### config.mk
export PLATFORM = sky130hd
export DESIGN_NAME = seq_chunk_adder
export DESIGN_NICKNAME = d
export VERILOG_FILES = /design/src/rtl/seq_chunk_adder_pkg.sv /design/src/rtl/rca_slice.sv /design/src/rtl/seq_chunk_adder.sv
export SDC_FILE = /design/constraint.sdc
export NUM_CORES = 1
export LEC_CHECK = 0
export CORE_ASPECT_RATIO = 1.4
export CORE_UTILIZATION = 52
export DETAILED_ROUTE_END_ITERATION = 10
export MAX_ROUTING_LAYER = met4
export PLACE_DENSITY = 0.83
export SLEW_MARGIN = 10
export SYNTH_ARGS = -nofsm -noshare
export SYNTH_HDL_FRONTEND = slang
export SYNTH_SLANG_ARGS = --single-unit
### constraint.sdc
create_clock -name clk -period 3.95 [get_ports clk]
set_clock_uncertainty 0.2 [all_clocks]
set_input_delay 0.395 -clock clk [delete_from_list [all_inputs] [get_ports clk]]
set_output_delay 0.395 -clock clk [all_outputs]
set_load 0.02 [all_outputs]
### src/rtl/seq_chunk_adder_pkg.sv
// Shared types and helpers for the sequential chunked adder/subtractor.
// Contents: controller state encoding and the signed-overflow predicate.
package seq_chunk_adder_pkg;

  typedef enum logic [1:0] {
    IDLE = 2'd0,
    RUN  = 2'd1,
    DONE = 2'd2
  } state_t;

  // Signed overflow of a + b: operands agree in sign, result does not.
  function automatic logic ovf_calc(input logic a_msb, input logic b_msb, input logic s_msb);
    return (a_msb == b_msb) && (s_msb != a_msb);
  endfunction

endpackage

### src/rtl/rca_slice.sv
// Combinational CHUNK-bit ripple-carry slice.
// Ports: a, b - slice operands; ci - carry in; s - slice sum; co - carry out.
module rca_slice #(
  parameter int unsigned CHUNK = 8
) (
  input  logic [CHUNK-1:0] a,
  input  logic [CHUNK-1:0] b,
  input  logic             ci,
  output logic [CHUNK-1:0] s,
  output logic             co
);

  logic [CHUNK:0] sum;

  assign sum = (CHUNK+1)'(a) + (CHUNK+1)'(b) + (CHUNK+1)'(ci);
  assign s   = sum[CHUNK-1:0];
  assign co  = sum[CHUNK];

endmodule

### src/rtl/seq_chunk_adder.sv
// Multi-cycle adder/subtractor: one CHUNK-bit slice per clock, carry kept
// in a register between slices, valid/ready handshake on both sides.
// Ports: clk, rst_n (async active-low); in_valid/in_ready with operands
// x, y, c_in, sub; out_valid/out_ready with result z, c_out, ovf.
module seq_chunk_adder
  import seq_chunk_adder_pkg::*;
#(
  parameter int unsigned WIDTH = 64,
  parameter int unsigned CHUNK = 8
) (
  input  logic             clk,
  input  logic             rst_n,
  input  logic             in_valid,
  output logic             in_ready,
  input  logic [WIDTH-1:0] x,
  input  logic [WIDTH-1:0] y,
  input  logic             c_in,
  input  logic             sub,
  output logic             out_valid,
  input  logic             out_ready,
  output logic [WIDTH-1:0] z,
  output logic             c_out,
  output logic             ovf
);

  localparam int unsigned NCHUNK = WIDTH / CHUNK;
  localparam int unsigned CNT_W  = (NCHUNK > 1) ? $clog2(NCHUNK) : 1;
  localparam logic [CNT_W-1:0] LAST = CNT_W'(NCHUNK - 1);

  // Reject configurations that do not split into whole slices.
  if (CHUNK < 1 || CHUNK > WIDTH || (WIDTH % CHUNK) != 0) begin : g_param_check
    $fatal(1, "seq_chunk_adder: WIDTH must be a multiple of CHUNK with 1 <= CHUNK <= WIDTH");
  end

  state_t             state;
  state_t             state_n;
  logic [WIDTH-1:0]   x_q;
  logic [WIDTH-1:0]   y_q;
  logic               carry;
  logic [CNT_W-1:0]   k;
  logic               last;
  logic [CHUNK-1:0]   a_sl;
  logic [CHUNK-1:0]   b_sl;
  logic [CHUNK-1:0]   s_sl;
  logic               co_sl;

  assign last = (k == LAST);
  assign a_sl = x_q[32'(k) * CHUNK +: CHUNK];
  assign b_sl = y_q[32'(k) * CHUNK +: CHUNK];

  // Single slice adder shared by every RUN cycle.
  rca_slice #(.CHUNK(CHUNK)) u_slice (
    .a  (a_sl),
    .b  (b_sl),
    .ci (carry),
    .s  (s_sl),
    .co (co_sl)
  );

  // State register.
  always_ff @(posedge clk or negedge rst_n) begin
    if (!rst_n) state <= IDLE;
    else        state <= state_n;
  end

  // Next-state logic.
  always_comb begin
    state_n = state;
    case (state)
      IDLE:    if (in_valid)  state_n = RUN;
      RUN:     if (last)      state_n = DONE;
      DONE:    if (out_ready) state_n = IDLE;
      default:                state_n = IDLE;
    endcase
  end

  // Handshake flags registered so they always equal the state decode.
  always_ff @(posedge clk or negedge rst_n) begin
    if (!rst_n) begin
      in_ready  <= 1'b1;
      out_valid <= 1'b0;
    end else begin
      in_ready  <= (state_n == IDLE);
      out_valid <= (state_n == DONE);
    end
  end

  // Operand capture and slice-by-slice accumulation. Subtraction is
  // folded into addition of ~y with inverted carry-in at accept time.
  always_ff @(posedge clk or negedge rst_n) begin
    if (!rst_n) begin
      x_q   <= '0;
      y_q   <= '0;
      carry <= 1'b0;
      k     <= '0;
      z     <= '0;
      c_out <= 1'b0;
      ovf   <= 1'b0;
    end else begin
      case (state)
        IDLE: begin
          if (in_valid) begin
            x_q   <= x;
            y_q   <= sub ? ~y : y;
            carry <= sub ? ~c_in : c_in;
            z     <= '0;
            k     <= '0;
          end
        end
        RUN: begin
          z[32'(k) * CHUNK +: CHUNK] <= s_sl;
          carry <= co_sl;
          k     <= k + CNT_W'(1);
          if (last) begin
            c_out <= co_sl;
            // Final MSB of z is the top bit of the slice being written now.
            ovf   <= ovf_calc(x_q[WIDTH-1], y_q[WIDTH-1], s_sl[CHUNK-1]);
          end
        end
        default: ;
      endcase
    end
  end

endmodule

Word level (Yosys, flattened, before mapping)
Cells that the tools add are included.
{"block": "word_totals", "ff_bits": 202, "in_bits": 134, "out_inout_bits": 68, "word_cells": 47}
{"block": "classes", "add_sub_neg": 4, "eq_ne": 7, "n_shift": 4, "muxes": 13, "bitwise": 2, "n_reduce_logical": 7}
{"cell": "$mux W64", "n": 2}
{"cell": "$pmux W64 S2", "n": 1}
{"cell": "$shiftx A64 B7 Y8", "n": 2}
{"cell": "$bwmux W64", "n": 1}
{"cell": "$not A64 Y64", "n": 1}
{"cell": "$shift A8 B34 Y64 const A", "n": 1}
{"cell": "$shiftx A8 B34 Y64", "n": 1}
{"cell": "$neg A6 Y34", "n": 1}
{"cell": "$add A8 B8 Y9", "n": 1}
{"cell": "$add A9 B1 Y9", "n": 1}
{"cell": "$mux W2", "n": 3}
{"cell": "$pmux W2 S3", "n": 1}
{"cell": "$pmux W3 S2", "n": 1}
{"cell": "$reduce_and A2 Y1", "n": 3}
{"cell": "$eq A2 B2 Y1 const B", "n": 2}
{"cell": "$logic_not A2 Y1", "n": 2}
{"cell": "$add A3 B1 Y3 const B", "n": 1}
{"cell": "$eq A3 B3 Y1 const B", "n": 1}
{"cell": "$mux W3", "n": 1}
{"cell": "$eq A2 B1 Y1 const B", "n": 1}
{"cell": "$mux W1", "n": 2}
{"cell": "$ne A2 B2 Y1 const B", "n": 1}
{"cell": "$pmux W1 S2", "n": 1}
{"cell": "$reduce_bool A2 Y1", "n": 1}
{"cell": "other kinds (4)", "n": 4}

Logic depth before layout (Yosys ltp)
Gate-level depths: netlist of run 1.
{"block": "depth", "depth_word": 6, "mapped_depth": 13, "ltp_nobuf": 11}

Cells and area by module
A second synthesis of run 1 with hierarchy kept.
{"block": "unflattened", "cells_unflattened": 949, "area_unflattened_um2": 9716.8}
{"module": "seq_chunk_adder", "n_inst": 1, "cells_each": 907, "area_per_inst_um2": 9385.3}
{"module": "rca_slice", "n_inst": 1, "cells_each": 42, "area_per_inst_um2": 331.6}

Worst setup path after synthesis of run 1
No wires, ideal clock.
{"block": "synth_timing", "kind": "flip-flop to flip-flop", "startpoint": "register k[0]", "endpoint": "register z[6]", "t_arrival_ns": 3.294, "t_required_ns": 3.683, "slack_ns": 0.390, "stages_incl_launch_ff": 14, "path_buffers": 2, "synth_period_minus_slack_ns": 3.560, "path_cell_list": "dfrtp_1 > buf_6 > buf_4 > mux4_2 > nand2_1 > nand2_1 > fa_1 > inv_1 > fa_1 > nor2b_1 > o31a_1 > or4b_1 > nand3_2 > a41o_1"}
{"block": "synth_via", "elab_chain_len": 6, "elab_cells_between_ends": 9}
{"item": "start, declared", "line_no": "seq_chunk_adder.sv:40", "rtl": "logic [CNT_W-1:0] k;"}
{"item": "start signal, assigned", "line_no": "seq_chunk_adder.sv:113", "rtl": "k <= k + CNT_W'(1);"}
{"item": "$shiftx A64 B7 Y8 (on tied branches)", "line_no": "seq_chunk_adder.sv:48, seq_chunk_adder.sv:49"}
{"item": "$add A8 B8 Y9", "line_no": "rca_slice.sv:15", "rtl": "assign sum = (CHUNK+1)'(a) + (CHUNK+1)'(b) + (CHUNK+1)'(ci);"}
{"item": "$add A9 B1 Y9", "line_no": "rca_slice.sv:15"}
{"item": "$shiftx A8 B34 Y64", "line_no": "seq_chunk_adder.sv:111", "rtl": "z[32'(k) * CHUNK +: CHUNK] <= s_sl;"}
{"item": "$bwmux W64 *", "line_no": "seq_chunk_adder.sv:111"}
{"item": "$pmux W64 S2 *", "line_no": "seq_chunk_adder.sv:100", "rtl": "case (state)"}
{"item": "end signal, assigned by index", "line_no": "seq_chunk_adder.sv:111"}
{"item": "end, declared", "line_no": "seq_chunk_adder.sv:21", "rtl": "output logic [WIDTH-1:0] z,"}
Mark *: on every way between the ends. The rest lies on a longest branch, timed or not.
A chain may end at the register's enable or synchronous reset.

Final worst setup path of run 1
{"block": "layout_timing", "startpoint": "register k[0]", "endpoint": "register z[5]"}
Same word-level chain as after synthesis.

==> results of run 1 <==
-- layer usage --
metal,track usage (%),routed length (um),vias up
li1,-,-,3483
met1,33.0,9390,3575
met2,48.6,13200,229
met3,2.79,1070,52
met4,9.72,774,0
met5,-,0,-
-- area by class of cell --
class	count	area (um^2)
multi-input cells	651	4210
fillers	1356	5540
flip-flops and latches	202	5060
well taps	240	300
clock buffers	29	586
inverters	13	48.8
clock inverters	7	63.8
repair buffers	220	2180
-- path summary, 6_finish.rpt --
kind	from	endpoint	slack (ns)	cells after the start
setup reg to reg	k[0]	z[5]	0.32	10
hold / removal	x[17]	x_q[17]	0.23	3
setup / recovery	k[0]	z[5]	0.32	10
hold reg to reg	x_q[58]	x_q[58]	0.27	2
max in group asynchronous	rst_n	k[1]	2.23	3
min in group asynchronous	rst_n	x_q[22]	0.32	2
-- Yosys cell counts (6+ instances only) --
cell type,number
nand2_1,319
dfrtp_1,201
o21ai_0,81
xnor2_1,67
a22o_1,50
mux4_2,32
buf_2,27
clkbuf_1,20
ha_1,14
inv_1,12
nand3_1,9
nor2_1,9
a21oi_1,7
buf_4,6
-- through the flow --
| stage | util, % | worst slack [ns] |
|---|---|---|
| 2_1_floorplan | - | 0.390 |
| 3_3_place_gp | 65.5 | 0.292 |
| 3_5_place_dp | 65.5 | 0.218 |
| 4_1_cts | 69.1 | 0.234 |
| 5_1_grt | 69.2 | 0.130 |
| 6_report | 69.2 | 0.322 |
-- registers in the layout (all words and copies together) (netlist names) --
register and count:
x_q 64, y_q 64, z 64, k 3, state 2, c_out 1, carry 1, in_ready 1
out_valid 1, ovf 1
-- kinds of logic after synthesis --
kind of cell	Yosys count	share of synthesized area, %
AOI/OAI and AO/OA	163	11.5
xor gates and xnor gates	68	6.21
adders and majority gates	16	2.25
buffers and inverters	68	3.41
DFF	202	52.8
muxes	36	7.95
and+or+nand+nor	368	15.9
-- worst min-delay path, cell delays in order --
cell             delay, ns
clkdlybuf4s50_1       0.39
nand2_1               0.05
nand2_1               0.04
-- repair_timing --
action / 4_1_cts / 5_1_grt
endpoints found under the setup margin: 0 / 4
hold buffers: 1 / 0
resized for setup: 0 / 2
hold endpoints to repair: 82 / 0
setup buffers: 0 / 0
-- power by group through the flow --
stage | clock network [mW] | registers, mW | logic, mW
2_1_floorplan | 0 | 3.57 | 3.57
3_3_place_gp | 0 | 3.55 | 5.46
3_5_place_dp | 0 | 3.59 | 5.61
4_1_cts | 1.90 | 3.57 | 5.65
5_1_grt | 1.99 | 3.67 | 6.19
6_report | 1.89 | 3.58 | 5.69
==> results.cfg, run 1 <==
[logic_synthesis]
synth-edff-count = 0
syn_inst = 921
avgSynthCellArea_um2 = 10.4
synth_top_area_cell = dfrtp_1
ys.flop_type = dfrtp_1
ys_warn_count = 0
synth.distinct_cells = 53
post-synth-top-area-fraction_pct = 52.5
syn_area_um2 = 9580
postSynth.asyncResetShare_pct = 100
syn_nets = 1071
ys_ff_latch = 202
synth.yosys.seq_area_share_pct = 52.8
synth_area_leaders = dfrtp_1, nand2_1, mux4_2

[pwr]
p_sw_share_pct = 42.1
p_leak_nw = 5.71
p_seq_share_pct = 32.1
pwr-share-comb_pct = 51.0
power_mw = 11.2
clockPowerShare_pct = 16.9
switchingPower_mw = 4.69
p_int_mw = 6.46
vdd_drop_max_uv = 561
p_per_area_nw_per_um2 = 895

[sta]
rsz0062_at_grt = false
period_share_pct = 91.8
fmax_mhz = 276
finalSetupTns_ns = 0
setup_viol = 0
maxSlewViolCount = 0
whs_ns = 0.231
period_minus_slack_ns = 3.63
relSlewSlack_pct = 30.4
hold_violations = 0
tightest_slew_ns = 1.04

[floorplan]
design.die.area_um2 = 19000
die_y_um = 163
die_x_um = 117
core_area_um2 = 18000
rows = 58
pin_count = 202
start_util_pct = 53.3

[setup_path]
critPathBufInv = 2
critical-path-max-stage-delay_ns = 0.71
endpoint_kind = flop
crit_top_cell = nand2_1
worstSetupStartpointType = flop
path_cells = buf_4 -> mux4_2 -> nand2_1 -> nand2_1 -> ha_1 -> o211ai_1 -> o21a_1 -> xnor2_1 -> inv_1 -> o21ai_0
worst-setup-path-type = flop to flop
cp.required_ns = 4.15
cp.arrival_ns = 3.83
crit_slowest_cell = xnor2_1
crit_path_max_fanout = 17
critical_path.top_delay_family = XOR/XNOR gates

[place]
gp_congestion = 0.866
dpl_cell_area_um2 = 11800
post-dp-hpwl_um = 17600
dp.cells = 1325
portBuffers = 201

[routing]
avgViaCountPerCell = 5.39
first_iter_violations = 644
drt_first_pass_iters = 7
drc = 0
routed_wl_um = 24400
antenna_left = 0
wire_per_inst_um = 17.9
vias = 7339

[cells_and_area]
area_growth_pct = 29.9
antenna_cells = 0
layout_common_cells = nand2_1, dfrtp_1, clkdlybuf4s50_1
finish.instance_area_um2 = 12500
final_nets = 1258
mostFrequentLayoutCell = nand2_1
drive_gt1_share_pct = 9.27
stdcell_count = 1362

[run_status]
outcome = finished, final reports clean

[clock_tree]
clk_latency_ns = 0.49
cts_root_buf = clkbuf_16
cts_buffer_depth = 3
cts_max_level = 1
cts.clk_slew.worst_paths_ns = 0.06
cts_tree = done
cts_buffers = 20
clkSinkCount = 202

[worst_hold_path]
hold_path.class = primary input to flop

[global_route]
antenna_found_initial = 0
grt_pass1_wl_um = 39100
grt_usage_pct = 27.7
gr-total-overflow = 0
grt_max_degree = 96
grt_pass1_vias = 7537

[run]
cap_violations = 0
No activity file was read; power rests on OpenSTA's default activity.
==> run 2: changes to the inputs <==
CORE_MARGIN = 8   (was unset)
==> results.cfg, run 2 (synthesis results as in run 1) <==
[place]
post-dp-hpwl_um = 19000
portBuffers = 201
gp_congestion = 0.897

[cells_and_area]
layout_common_cells = nand2_1, dfrtp_1, clkdlybuf4s50_1
area_growth_pct = 29.7
mostFrequentLayoutCell = nand2_1
final_nets = 1255
fillCellCount = 1330
top_regs = x_q (64), y_q (64), z (64)
drive_gt1_share_pct = 8.86

[clock_tree]
cts_buffer_depth = 3
cts_max_level = 1
cts_tree = done
cts_root_buf = clkbuf_16
clkSinkCount = 202
cts_resized = 0
cts.clk_slew.worst_paths_ns = 0.06
cts_buffers = 19
clk_latency_ns = 0.49

[pwr]
switchingPower_mw = 4.68
clockPowerShare_pct = 17.1
p_per_area_nw_per_um2 = 897
p_int_mw = 6.47
p_seq_share_pct = 31.9
pwr-share-comb_pct = 51.0
p_sw_share_pct = 42.0
p_leak_nw = 5.68
vdd_drop_max_uv = 703

[sta]
finalSetupTns_ns = 0
relSlewSlack_pct = 27.7
setup_viol = 0
period_minus_slack_ns = 3.66
hold_violations = 0
period_share_pct = 92.7
tightest_slew_ns = 1.08
maxSlewViolCount = 0
fmax_mhz = 273
rsz0062_at_grt = false
whs_ns = 0.240

[floorplan]
core_area_um2 = 18000
design.die.area_um2 = 23100
start_util_pct = 53.3
die_y_um = 177
pin_count = 202
rows = 58
die_x_um = 131

[routing]
drt_first_pass_iters = 5
vias = 7492
drc = 0
wire_per_inst_um = 18.8
avgViaCountPerCell = 5.52
first_iter_violations = 533
routed_wl_um = 25600
antenna_left = 0

[run]
cap_violations = 0

[global_route]
grt_usage_pct = 23.2
met3_usage_pct = 3.11
gr-usage-met2_pct = 39.4
grt_pass1_vias = 7807
gr-usage-met1_pct = 26.7
antenna_found_initial = 1
gr-max-usage-layer = met2
gr-total-overflow = 0
grt_max_degree = 94
grt_pass1_wl_um = 40600

[setup_path]
crit_slowest_cell = xnor2_1
crit_path_max_fanout = 13
worst-setup-path-type = flop to flop
path_cells = buf_4 -> mux4_2 -> nand2_1 -> and2_1 -> inv_1 -> ha_1 -> a211oi_1 -> o21a_1 -> xnor2_1 -> a22o_1
cp.arrival_ns = 3.89
critical_path.top_delay_family = XOR/XNOR gates
worstSetupStartpointType = flop
cp.required_ns = 4.17
critPathBufInv = 2
critical-path-max-stage-delay_ns = 0.70
endpoint_kind = flop

[run_status]
outcome = finished, final reports clean

[worst_hold_path]
hold_path.class = primary input to flop
[run 2: metrics by stage]
step                      power, mW  utilization (%)  instances  instance area [um^2]  worst slack (ns)
after floorplan                7.13                -        921                  9580             0.390
after global placement         8.98             65.4       1323                 11800             0.433
after detailed placement       9.19             65.4       1323                 11800             0.341
after CTS                      11.1             69.0       1357                 12400             0.312
after global routing           11.8             69.1       1358                 12400            0.0705
final                          11.1             69.1       1358                 12400             0.287
[run 2: worst reg2reg max path, cell delays in order (launching register included)]
cell,delay (ns)
dfrtp_2,0.63
buf_4,0.34
mux4_2,0.53
nand2_1,0.07
and2_1,0.19
inv_1,0.07
ha_1,0.30
a211oi_1,0.10
o21a_1,0.21
xnor2_1,0.70
a22o_1,0.27
[run 2: what timing repair did]
action,in CTS,in global routing
hold buffers,1,0
setup buffers,0,0
hold endpoints to repair,64,0
[run 2: power groups by stage]
stage	Clock, mW	Combinational [mW]	Sequential (mW)
finish	1.91	5.68	3.56
global route	2.02	6.15	3.65
CTS	1.93	5.65	3.55
detailed placement	0	5.61	3.58
global placement	0	5.43	3.55
floorplan	0	3.57	3.57
[run 2: layout make-up]
class	instances	area (um^2)	area share (%)
multi-input combinational	651	4200	33.8
inverter	13	48.8	0.393
clock inverter	7	115	0.926
timing repair buffer	218	2170	17.4
clock buffer	26	532	4.28
sequential	202	5060	40.7
tap	240	300	2.42
antenna	1	2.50	0.0201
[run 2: worst paths after layout]
path / depth (start not counted) / to / startpoint / slack [ns]
worst max register to register: 10 / z[13] / k[0] / 0.29
min in group asynchronous: 2 / x_q[57] / rst_n / 0.27
worst min-delay path: 3 / x_q[4] / x[4] / 0.24
max in group asynchronous: 3 / k[0] / rst_n / 2.30
worst min register to register: 2 / x_q[9] / x_q[9] / 0.27
worst max-delay path: 10 / z[13] / k[0] / 0.29
[run 2: layer usage]
metal	wire, um	share of wire [%]
met2	13300	52
met4	1090	4.3
met1	9760	38
met5	0	0
met3	1450	5.7
==> run 3: changes to the inputs <==
CAP_MARGIN = 25   (was unset)
CELL_PAD_IN_SITES_DETAIL_PLACEMENT = 0   (was unset)
CELL_PAD_IN_SITES_GLOBAL_PLACEMENT = 1   (was unset)
CORE_UTILIZATION = 40   (was 52)
==> results.cfg, run 3 (synthesis results as in run 1) <==
[cells_and_area]
area_growth_pct = 31.7
layout_common_cells = nand2_1, dfrtp_1, clkdlybuf4s50_1
final_nets = 1259
top_regs = x_q (64), y_q (64), z (64)
mostFrequentLayoutCell = nand2_1
fin_util_pct = 53.2
antenna_cells = 0
drive_gt1_share_pct = 9.35

[clock_tree]
cts_buffers = 20
cts_root_buf = clkbuf_16
clkSinkCount = 202
clk_latency_ns = 0.50
post-cts-setup-buffers = 0
cts.clk_slew.worst_paths_ns = 0.06
cts_max_level = 1
cts_tree = done
cts_buffer_depth = 3

[pwr]
p_int_mw = 6.61
p_per_area_nw_per_um2 = 895
p_sw_share_pct = 41.5
vdd_drop_max_uv = 613
p_seq_share_pct = 31.6
clockPowerShare_pct = 18.0
switchingPower_mw = 4.69
pwr-share-comb_pct = 50.3
p_leak_nw = 5.74

[sta]
period_minus_slack_ns = 3.65
rsz0062_at_grt = false
hold_violations = 0
fmax_mhz = 274
tightest_slew_ns = 1.01
relSlewSlack_pct = 32.2
maxSlewViolCount = 0
period_share_pct = 92.5
setup_viol = 0
finalSetupTns_ns = 0

[global_route]
gr-total-overflow = 0
antenna_found_initial = 0
grt_usage_pct = 18.9
grt_pass1_wl_um = 42700
grt_max_degree = 90
grt_pass1_vias = 7717

[routing]
drc = 0
dr_wl_met2_um = 14000
routed_wl_um = 26700
dr_wl_met3_um = 1280
antenna_left = 0
drt_first_pass_iters = 4
avgViaCountPerCell = 5.02
wl_met1_um = 10500
wire_per_inst_um = 18.6
highest_layer = met4
vias = 7199
first_iter_violations = 364

[setup_path]
crit_slowest_cell = dfrtp_2
critical-path-max-stage-delay_ns = 0.66
cp.arrival_ns = 3.88
critical_path.top_delay_family = simple AND/OR/NAND/NOR gates
critPathBufInv = 1
cp.required_ns = 4.18
path_cells = mux4_2 -> nand2_1 -> nand2_1 -> fa_1 -> inv_1 -> fa_1 -> nor2b_1 -> o31a_1 -> or4b_1 -> nand3_2 -> a41o_1
worstSetupStartpointType = flop
crit_path_max_fanout = 14
worst-setup-path-type = flop to flop
endpoint_kind = flop

[floorplan]
start_util_pct = 40.4
core_area_um2 = 23700
die_x_um = 147
rows = 67
design.die.area_um2 = 29200
pin_count = 202
die_y_um = 199

[place]
post-dp-hpwl_um = 19900
gp_congestion = 0.886
portBuffers = 201

[run]
cap_violations = 0

[worst_hold_path]
hold_path.class = primary input to flop

[run_status]
outcome = finished, final reports clean
-- run 3: cell count changes in the layout (fill, tap and decap cells not counted) --
cell / delta
buf_12: +2
buf_4: +1
clkbuf_16: +2
clkbuf_8: +1
clkinv_2: +2
clkinvlp_4: -2
diode_2: -1
-- run 3: final timing paths --
path / start / endpoint / slack [ns] / depth (start not counted)
min in group asynchronous: rst_n / x_q[17] / 0.29 / 2
max: k[0] / z[6] / 0.30 / 11
min: x[43] / x_q[43] / 0.22 / 3
max reg2reg: k[0] / z[6] / 0.30 / 11
max in group asynchronous: rst_n / z[23] / 2.24 / 3
min reg2reg: x_q[29] / x_q[29] / 0.27 / 2
-- run 3: worst register-to-register path, stage by stage, from the launching register on --
cell	delay, ns
dfrtp_2	0.66
mux4_2	0.56
nand2_1	0.08
nand2_1	0.10
fa_1	0.46
inv_1	0.09
fa_1	0.20
nor2b_1	0.07
o31a_1	0.28
or4b_1	0.49
nand3_2	0.20
a41o_1	0.19
-- run 3: stage by stage --
| stage | hold slack, ns | power (mW) | std cells | setup WS (ns) | instance area [um^2] |
|---|---|---|---|---|---|
| final | 0.223 | 11.3 | 1433 | 0.298 | 12600 |
| after global routing | 0.237 | 12.1 | 1433 | 0.0587 | 12600 |
| after CTS | 0.206 | 11.4 | 1433 | 0.261 | 12600 |
| after detailed placement | 0.254 | 9.32 | 1396 | 0.298 | 11900 |
| after global placement | 0.254 | 9.17 | 1396 | 0.381 | 11900 |
| after floorplan | -0.101 | 7.13 | 921 | 0.390 | 9580 |
-- run 3: timing repair --
action	CTS	global route
hold buffers	1	0
gates resized for setup	0	0
endpoints found under the hold margin	70	0
-- run 3: power groups by stage --
stage                     combinational [mW]  clock, mW  sequential, mW
final                                   5.69       2.04            3.57
after global placement                  5.58          0            3.59
after CTS                               5.75       2.08            3.58
after floorplan                         3.57          0            3.57
after detailed placement                5.72          0            3.60
after global routing                    6.27       2.16            3.67
-- run 3: cell type report --
type | count | area, um^2
sequential | 202 | 5060
multi-input combinational | 651 | 4200
clock inverter | 7 | 110
clock buffer | 29 | 596
tap | 310 | 388
timing repair buffer | 221 | 2220
fill | 2126 | 11100
inverter | 13 | 48.8
-- run 3: metal layers --
metal / track usage [%] / vias to the layer above
met5: - / -
met4: 6.74 / 0
met3: 3.20 / 51
met2: 33.4 / 199
met1: 21.4 / 3455
li1: - / 3494
